**config.mk**
```make
export PLATFORM = sky130hd
export DESIGN_NAME = feature_window_sched
export DESIGN_NICKNAME = d
export VERILOG_FILES = /design/src/rtl/conv_pkg.sv /design/src/rtl/raster_counter.sv /design/src/rtl/feature_window_sched.sv
export SDC_FILE = /design/constraint.sdc
export NUM_CORES = 1
export LEC_CHECK = 0
export ABC_AREA = 1
export BUFFER_PORTS_ARGS = -buffer_cell sky130_fd_sc_hd__clkbuf_2
export CAP_MARGIN = 0
export CORE_MARGIN = 5
export CORE_UTILIZATION = 34
export CTS_CLUSTER_SIZE = 40
export DETAILED_ROUTE_END_ITERATION = 10
export GPL_TIMING_DRIVEN = 0
export PLACE_DENSITY = 0.57
export SLEW_MARGIN = 10
export SYNTH_ARGS = -nofsm -noshare
export SYNTH_HDL_FRONTEND = slang
export SYNTH_SLANG_ARGS = --single-unit
```
**constraint.sdc**
```tcl
create_clock -name i_clk -period 1.25 [get_ports i_clk]
set_input_delay 0 -clock i_clk [delete_from_list [all_inputs] [get_ports i_clk]]
set_output_delay 0 -clock i_clk [all_outputs]
set_load 0.02 [all_outputs]
```
**src/rtl/conv_pkg.sv**
```systemverilog
// Shared constants and types for the convolution front end.
// Define FEATURE_SCHED_PAD_EN to schedule a "same" zero-padded grid.
package conv_pkg;

   localparam int unsigned IMG_W = 27;
   localparam int unsigned IMG_H = 27;
   localparam int unsigned K     = 3;
   localparam int unsigned PIX_W = 8;
   localparam int unsigned PAD   = (K - 1) / 2;

   localparam int unsigned ROW_W = $clog2(IMG_H + K);
   localparam int unsigned COL_W = $clog2(IMG_W + K);

`ifdef FEATURE_SCHED_PAD_EN
   localparam int unsigned GRID_W = IMG_W + 2 * PAD;
   localparam int unsigned GRID_H = IMG_H + 2 * PAD;
`else
   localparam int unsigned GRID_W = IMG_W;
   localparam int unsigned GRID_H = IMG_H;
`endif

   typedef logic signed [PIX_W-1:0] pix_t;

   typedef enum logic [1:0] {
      IDLE,
      STREAM,
      DRAIN
   } sched_state_e;

   typedef struct packed {
      logic [ROW_W-1:0] row;
      logic [COL_W-1:0] col;
      logic             last;
   } pos_t;

   // A position completes a KxK window once K-1 rows and columns precede it.
   function automatic logic in_window(input logic [ROW_W-1:0] row,
                                      input logic [COL_W-1:0] col);
      return (row >= ROW_W'(K - 1)) && (col >= COL_W'(K - 1));
   endfunction

endpackage

```
**src/rtl/raster_counter.sv**
```systemverilog
// Row/column raster counter with enable, synchronous clear and wrap;
// o_last flags the final position of the grid.
module raster_counter
   import conv_pkg::*;
#(
   parameter int unsigned CNT_ROW_W = ROW_W,
   parameter int unsigned CNT_COL_W = COL_W,
   parameter int unsigned WIDTH     = GRID_W,
   parameter int unsigned HEIGHT    = GRID_H
) (
   input  logic                 i_clk,
   input  logic                 i_rst,
   input  logic                 i_clear,
   input  logic                 i_en,
   output logic [CNT_ROW_W-1:0] o_row,
   output logic [CNT_COL_W-1:0] o_col,
   output logic                 o_last
);

   localparam logic [CNT_ROW_W-1:0] ROW_END = CNT_ROW_W'(HEIGHT - 1);
   localparam logic [CNT_COL_W-1:0] COL_END = CNT_COL_W'(WIDTH - 1);

   logic col_end;

   assign col_end = (o_col == COL_END);
   assign o_last  = col_end && (o_row == ROW_END);

   always_ff @(posedge i_clk) begin
      if (i_rst || i_clear) begin
         o_row <= '0;
         o_col <= '0;
      end else if (i_en) begin
         if (col_end) begin
            o_col <= '0;
            o_row <= o_last ? '0 : o_row + CNT_ROW_W'(1);
         end else begin
            o_col <= o_col + CNT_COL_W'(1);
         end
      end
   end

endmodule

```
**src/rtl/feature_window_sched.sv**
```systemverilog
// Raster-order read scheduler for the feature buffer: one read per position,
// pixels tagged with row/col/window flags. FEATURE_SCHED_PAD_EN adds zero padding.
module feature_window_sched
   import conv_pkg::*;
(
   input  logic             i_clk,
   input  logic             i_rst,
   input  logic             i_start,
   input  logic             i_stall,
   output logic             o_rd_en,
   input  logic [PIX_W-1:0] i_feature,
   output logic [PIX_W-1:0] o_pixel,
   output logic             o_pixel_valid,
   output logic [ROW_W-1:0] o_row,
   output logic [COL_W-1:0] o_col,
   output logic             o_win_valid,
   output logic             o_frame_done,
   output logic             o_busy
);

   sched_state_e     state;
   logic             issue;
   logic             issue_read;
   logic             issue_last;
   logic             cnt_clear;
   logic [ROW_W-1:0] issue_row;
   logic [COL_W-1:0] issue_col;

   logic             tag_valid;
   logic             tag_read;
   pos_t             tag;

   assign issue     = (state == STREAM) && !i_stall;
   assign cnt_clear = (state == IDLE) && i_start;

`ifdef FEATURE_SCHED_PAD_EN
   // Border positions take a pipeline slot but never touch the buffer.
   assign issue_read = (issue_row >= ROW_W'(PAD)) && (issue_row < ROW_W'(PAD + IMG_H)) &&
                       (issue_col >= COL_W'(PAD)) && (issue_col < COL_W'(PAD + IMG_W));
`else
   assign issue_read = 1'b1;
`endif

   assign o_rd_en = issue && issue_read;

   raster_counter #(
      .CNT_ROW_W (ROW_W),
      .CNT_COL_W (COL_W),
      .WIDTH     (GRID_W),
      .HEIGHT    (GRID_H)
   ) u_issue_cnt (
      .i_clk   (i_clk),
      .i_rst   (i_rst),
      .i_clear (cnt_clear),
      .i_en    (issue),
      .o_row   (issue_row),
      .o_col   (issue_col),
      .o_last  (issue_last)
   );

   always_ff @(posedge i_clk) begin
      if (i_rst) begin
         state  <= IDLE;
         o_busy <= 1'b0;
      end else begin
         case (state)
            IDLE: begin
               if (i_start) begin
                  state  <= STREAM;
                  o_busy <= 1'b1;
               end
            end
            STREAM: begin
               if (issue && issue_last) begin
                  state <= DRAIN;
               end
            end
            DRAIN: begin
               // The final pixel is on the outputs this cycle.
               if (o_frame_done) begin
                  state  <= IDLE;
                  o_busy <= 1'b0;
               end
            end
            default: begin
               state  <= IDLE;
               o_busy <= 1'b0;
            end
         endcase
      end
   end

   // Tag stage aligns with buffer read data; output stage registers both.
   always_ff @(posedge i_clk) begin
      if (i_rst) begin
         tag_valid     <= 1'b0;
         tag_read      <= 1'b0;
         tag           <= '0;
         o_pixel_valid <= 1'b0;
         o_pixel       <= '0;
         o_row         <= '0;
         o_col         <= '0;
         o_win_valid   <= 1'b0;
         o_frame_done  <= 1'b0;
      end else begin
         tag_valid     <= issue;
         tag_read      <= issue_read;
         tag           <= '{row: issue_row, col: issue_col, last: issue_last};
         o_pixel_valid <= tag_valid;
         o_win_valid   <= tag_valid && in_window(tag.row, tag.col);
         o_frame_done  <= tag_valid && tag.last;
         if (tag_valid) begin
            o_pixel <= tag_read ? i_feature : '0;
            o_row   <= tag.row;
            o_col   <= tag.col;
         end
      end
   end

endmodule

```
Word level (Yosys, flattened, before mapping)
Index checks and enable logic that the tools add are counted.
{ "totals": {"rom_bits": 0, "n_memories": 0, "latchBits": 0, "ff_bits": 47, "mem_bits_rw": 0, "in_bits": 12, "wordCells": 51, "out_inout_bits": 23} }
{ "classes": {"bitwise_logic": 1, "n_reduce_logical": 13, "n_eq_ne": 7, "div": 0, "shift": 0, "magnitude_cmp": 2, "multipliers": 0, "add_sub_neg": 2, "n_mux": 11} }
{ "op_table": {"columns": ["op", "count"], "rows": [
  ["$add 5x1->5 const B", 2],
  ["$eq 5x5->1 const B", 2],
  ["$ge 5x2->1 const B", 2],
  ["$mux 5", 2],
  ["$mux 8", 1],
  ["$logic_and 1x1->1", 7],
  ["$mux 2", 3],
  ["$pmux 2 s3", 1],
  ["$reduce_and 3->1", 2],
  ["$ne 2x2->1 const B", 2],
  ["$mux 1", 3],
  ["$pmux 1 s3", 1],
  ["$eq 2x1->1 const B", 1],
  ["$eq 2x2->1 const B", 1],
  ["$logic_not 2->1", 1],
  ["$ne 2x1->1 const B", 1],
  ["$reduce_and 2->1", 1],
  ["$logic_not 1->1", 1],
  ["$logic_or 1x1->1", 1],
  ["$not 1->1", 1]
]} }

Longest topological paths before layout
{ "logic_depth": {"depth_word": 5, "depth_mapped": 9, "mapped_depth_nobuf": 9} }

By module
Synthesis repeated with hierarchy kept, for this count alone.
{ "hier_totals": {"hier_cells": 237, "hier_area_um2": 1865.5} }
{ "by_module_without_submodules": {"columns": ["mod", "area_each_um2", "n_inst", "cells_per_inst", "seq_area_each_um2"], "rows": [
  ["feature_window_sched", 1290.0, 1, 150, 740.7],
  ["raster_counter", 575.6, 1, 87, 200.2]
]} }

Least setup slack after synthesis
Ideal clock, no wire load.
{ "synth_path": {"path_type": "reg2reg", "startpoint": "register u_issue_cnt.o_col[0]", "endpoint": "register u_issue_cnt.o_row[3]", "path_buffers": 0, "setup_ns": 0.120, "path_stages_with_launch": 8, "slack_ns": 0.008, "t_required_ns": 1.130, "arrival_time_ns": 1.122, "period_less_slack_ns": 1.242, "cell_sequence": "dfxtp_1 > inv_1 > ha_1 > nand2_1 > nor2_4 > nand2_4 > o21ai_1 > nor2_1"} }
{ "synth_between": {"elab_chain_len": 3, "elab_cells_between_ends": 4, "cone_classes": "eq/ne: 1; mux: 1; reduce/logical: 2"} }
{ "synth_lines": {"columns": ["element", "line_no", "rtl"], "rows": [
  ["from (decl)", "raster_counter.sv:16", "output logic [CNT_COL_W-1:0] o_col,"],
  ["from (signal assigned)", "raster_counter.sv:37", "o_col <= o_col + CNT_COL_W'(1);"],
  ["$eq 5x5->1 (*)", "raster_counter.sv:25", "assign col_end = (o_col == COL_END);"],
  ["$logic_and 1x1->1", "raster_counter.sv:26", "assign o_last = col_end && (o_row == ROW_END);"],
  ["$mux 5", "raster_counter.sv:35", "o_row <= o_last ? '0 : o_row + CNT_ROW_W'(1);"],
  ["to (signal assigned)", "raster_counter.sv:35", null],
  ["to (decl)", "raster_counter.sv:15", "output logic [CNT_ROW_W-1:0] o_row,"]
]} }
Every way passes the cells marked *; elsewhere a longest branch is shown, timed or not.
A chain may end at the register's enable or synchronous reset.

Worst setup path after layout
Ends and elaborated chain as after synthesis.

==> impl_metrics.ini <==
[status]
run_status = completed

[routing]
drc = 0
drt-total-wl_um = 4010
wire_per_inst_um = 11.5
detail_route.vias_per_cell = 4.51
antenna_left = 0
first_pass_iteration_count_of_the_detailed_router = 4
route.vias.total = 1578
drt-initial-drc-count = 77

[final_layout]
final.fill_count = 550
diodes = 0
nets = 295
final_cell_area_um2 = 2360
post_route_cells_drive_above_1_share = 0.289
finalNonFillerCells = 350
area.growth.synth_to_final_pct = 29.9

[global_route]
globalRouteTotalUtil = 0.125
antenna_found_initial = 0
global_route.overflow_total = 0
grt_pass1_vias = 1505
grt_start_max_net_pins = 17
grt_first_pass_wirelength_um = 7110

[synth]
dominant_cell_type_by_area_after_synthesis = dfxtp_1
synth_top_flop_cell = dfxtp_1
synthDominantCellAreaShare = 0.518
netlist_top_cells_area = dfxtp_1, nor2_1, nand2_1, a21oi_1, nand3_1
synth_seq_area_share = 0.518
ys_top_cells_by_count = dfxtp_1, nor2_1, nand2_1
synth_enable_flop_cells = 0
yosys.cell_types.count = 24
asyncSetResetFlopFracSynth = 0
netlist_area_um2 = 1820
count_leader_synth = dfxtp_1
netlist_instances = 225
synth_seq_cells = 47
postSynthAreaPerCell_um2 = 8.08
ys.warnings.count = 0
synthesis.nets = 241

[worst_setup_path]
setup_slack_of_the_most_critical_reg_to_reg_path_ns = 0.01
data_required_time_of_the_worst_path_ns = 1.44
reg2reg_from = u_issue_cnt.o_col[0]$_SDFFE_PP0N_
cp_max_fo = 7
critical_path.reg2reg.endpoint = u_issue_cnt.o_row[3]$_SDFFE_PP0P_
timing.reg2reg.worst_path_depth = 9
cp-startpoint = u_issue_cnt.o_col[0]$_SDFFE_PP0N_
crit_path_end_kind = flop
worst-endpoint-arrival_ns = 1.43
timing.critical_path.from_type = flop
criticalPathCategory = reg -> reg

[clock_network]
cts_tree = done
clk-insertion-delay-late_ns = 0.30
cts-htree-levels = 2
clk_pin_slew_ns = 0.09
cts_root_buffer = clkbuf_8
num_cts_buffers = 5
cts_buffer_depth = 2
numClockSinks = 47

[timing]
finalHoldViolCount = 0
setup-violations-final = 0
final.setup.tns_ns = 0
post-route-period-util = 0.989
finalCriticalPeriod_ns = 1.24
finalClockSkew_ns = 0.0113
achievable-frequency_ghz = 0.809
rsz_0062_raised_after_global_routing = true
drv_slew = 0
setup_slack_ns = 0.0133
worstMarginPinSlew_ns = 0.465
relSlewSlack = 0.690

[placed_design]
place.detailed.hpwl_um = 2830
routability_congestion_estimate_from_global_placement = 0.792
place_ws_ns = -0.119
placed_cell_area_um2 = 2070
numPortBuffers = 33
dp.cells = 328

[floorplan]
placeableCoreArea_um2 = 5140
die_wd_um = 83.1
row_count = 26
top_level_ports = 35
die-area_um2 = 6910
starting_density_of_the_core = 0.354
chipHeight_um = 83.1

[job]
maxCapViolCount = 0

[pwr]
power_density_over_the_cells_nw_per_um2 = 1230
power.leakage_nw = 1.04
peakVddDrop_v = 0.000477

[hold_path]
hold_path_class = in -> reg
min_delay_path_depth = 4
min_delay_worst_endpoint = u_issue_cnt.o_col[0]$_SDFFE_PP0N_
worst_hold_startpoint = i_stall
## per-stage QoR
step,power (mW),hold slack [ns],utilization
6_report,2.90,0.0558,0.460
5_1_grt,3.02,0.0770,0.460
4_1_cts,2.94,0.0436,0.455
3_5_place_dp,1.77,0.257,0.403
3_3_place_gp,1.77,0.253,0.403
2_1_floorplan,1.70,0.0399,-
## report_power, final
part	leakage (nW)	total, mW	internal, mW	switching [mW]
clock network	0.0548	1.13	0.602	0.529
logic	0.599	0.224	0.0851	0.139
registers	0.383	1.54	1.52	0.0168
## logic make-up after synthesis
group | Yosys count | synth area share
AO/OA/AOI/OAI | 32 | 0.0902
buffers and inverters | 27 | 0.0585
AND/OR/NAND/NOR | 115 | 0.306
flip-flops | 47 | 0.518
adder cells (fa/ha/maj) | 4 | 0.0275
## cell usage in the layout, fill, tap and decap left out
master         Yosys  final
nor2_1            46     45
nand4_1            4      4
o21ai_1            3      2
o21ai_2            1      2
o21ai_0           11     11
nand3_1           15     15
nand2_4            3      4
nor2_2             1      1
dfxtp_1           47     42
inv_1             14     12
buf_2              4      3
clkbuf_1           3      3
ha_4               0      1
dfxtp_4            0      1
nor3_1             3      3
nor4_1             2      2
nor3_2             2      2
nand3b_1           1      1
dlygate4sd3_1      0      9
nand2_1           31     30
clkbuf_8           0      5
inv_2              5      7
dfxtp_2            0      4
a21oi_1           17     17
clkbuf_2           0     32
buf_4              0      8
ha_1               4      3
inv_6              0      1
nor2_4             3      4
clkinvlp_4         0      1
nand2_2            3      3
nor2_8             1      1
bufinv_16          0      1
## timing repair
item                                    in CTS  in global routing
endpoints found under the hold margin       10                  0
endpoints found under the setup margin      10                 11
buffers inserted                             4                  3
resized for setup                           10                  7
hold buffers                                 9                  0
pin swaps                                    4                  5
## sequential cells by signal, summed over array words and instances, names as in the netlist
register           flops
o_busy                 1
o_row                  5
state                  2
o_frame_done           1
u_issue_cnt.o_col      5
tag                   11
tag_read               1
tag_valid              1
o_win_valid            1
o_pixel_valid          1
u_issue_cnt.o_row      5
o_pixel                8
o_col                  5
## metal layers
layer,track usage,share of wire
met1,0.158,0.47
met2,0.195,0.46
met3,0.0297,0.042
met4,0.0669,0.023
met5,0,0
## worst max-delay path, cell delays in order, from the launching register on
cell and delay (ns):
dfxtp_2 0.34, inv_2 0.08, ha_4 0.15, nand2_4 0.05, nor2_4 0.16, nand2_4 0.11, nor2_1 0.10, nand2_1 0.05
nand2_1 0.06, nor2_1 0.04
## cell type report
type | instances | area (µm²) | share of cell area
buffer | 6 | 26.3 | 0.0111
clock buffer | 5 | 68.8 | 0.0291
clock inverter | 3 | 46.3 | 0.0196
inverter | 19 | 71.3 | 0.0302
multi-input combinational | 151 | 802 | 0.340
sequential | 47 | 950 | 0.402
tap | 70 | 87.6 | 0.0371
timing repair buffer | 49 | 310 | 0.131
## how the worst max path moves through the flow
stage / endpoint / cells after the start
floorplan: u_issue_cnt.o_row[3]$_SDFFE_PP0P_ / 7
global route: u_issue_cnt.o_row[2]$_SDFFE_PP0P_ / 7
finish: u_issue_cnt.o_row[3]$_SDFFE_PP0P_ / 9
global placement: u_issue_cnt.o_row[3]$_SDFFE_PP0P_ / 7
detailed placement: u_issue_cnt.o_row[3]$_SDFFE_PP0P_ / 7
CTS: u_issue_cnt.o_row[3]$_SDFFE_PP0P_ / 9
Note: power is estimated with default switching activity, not from simulation.
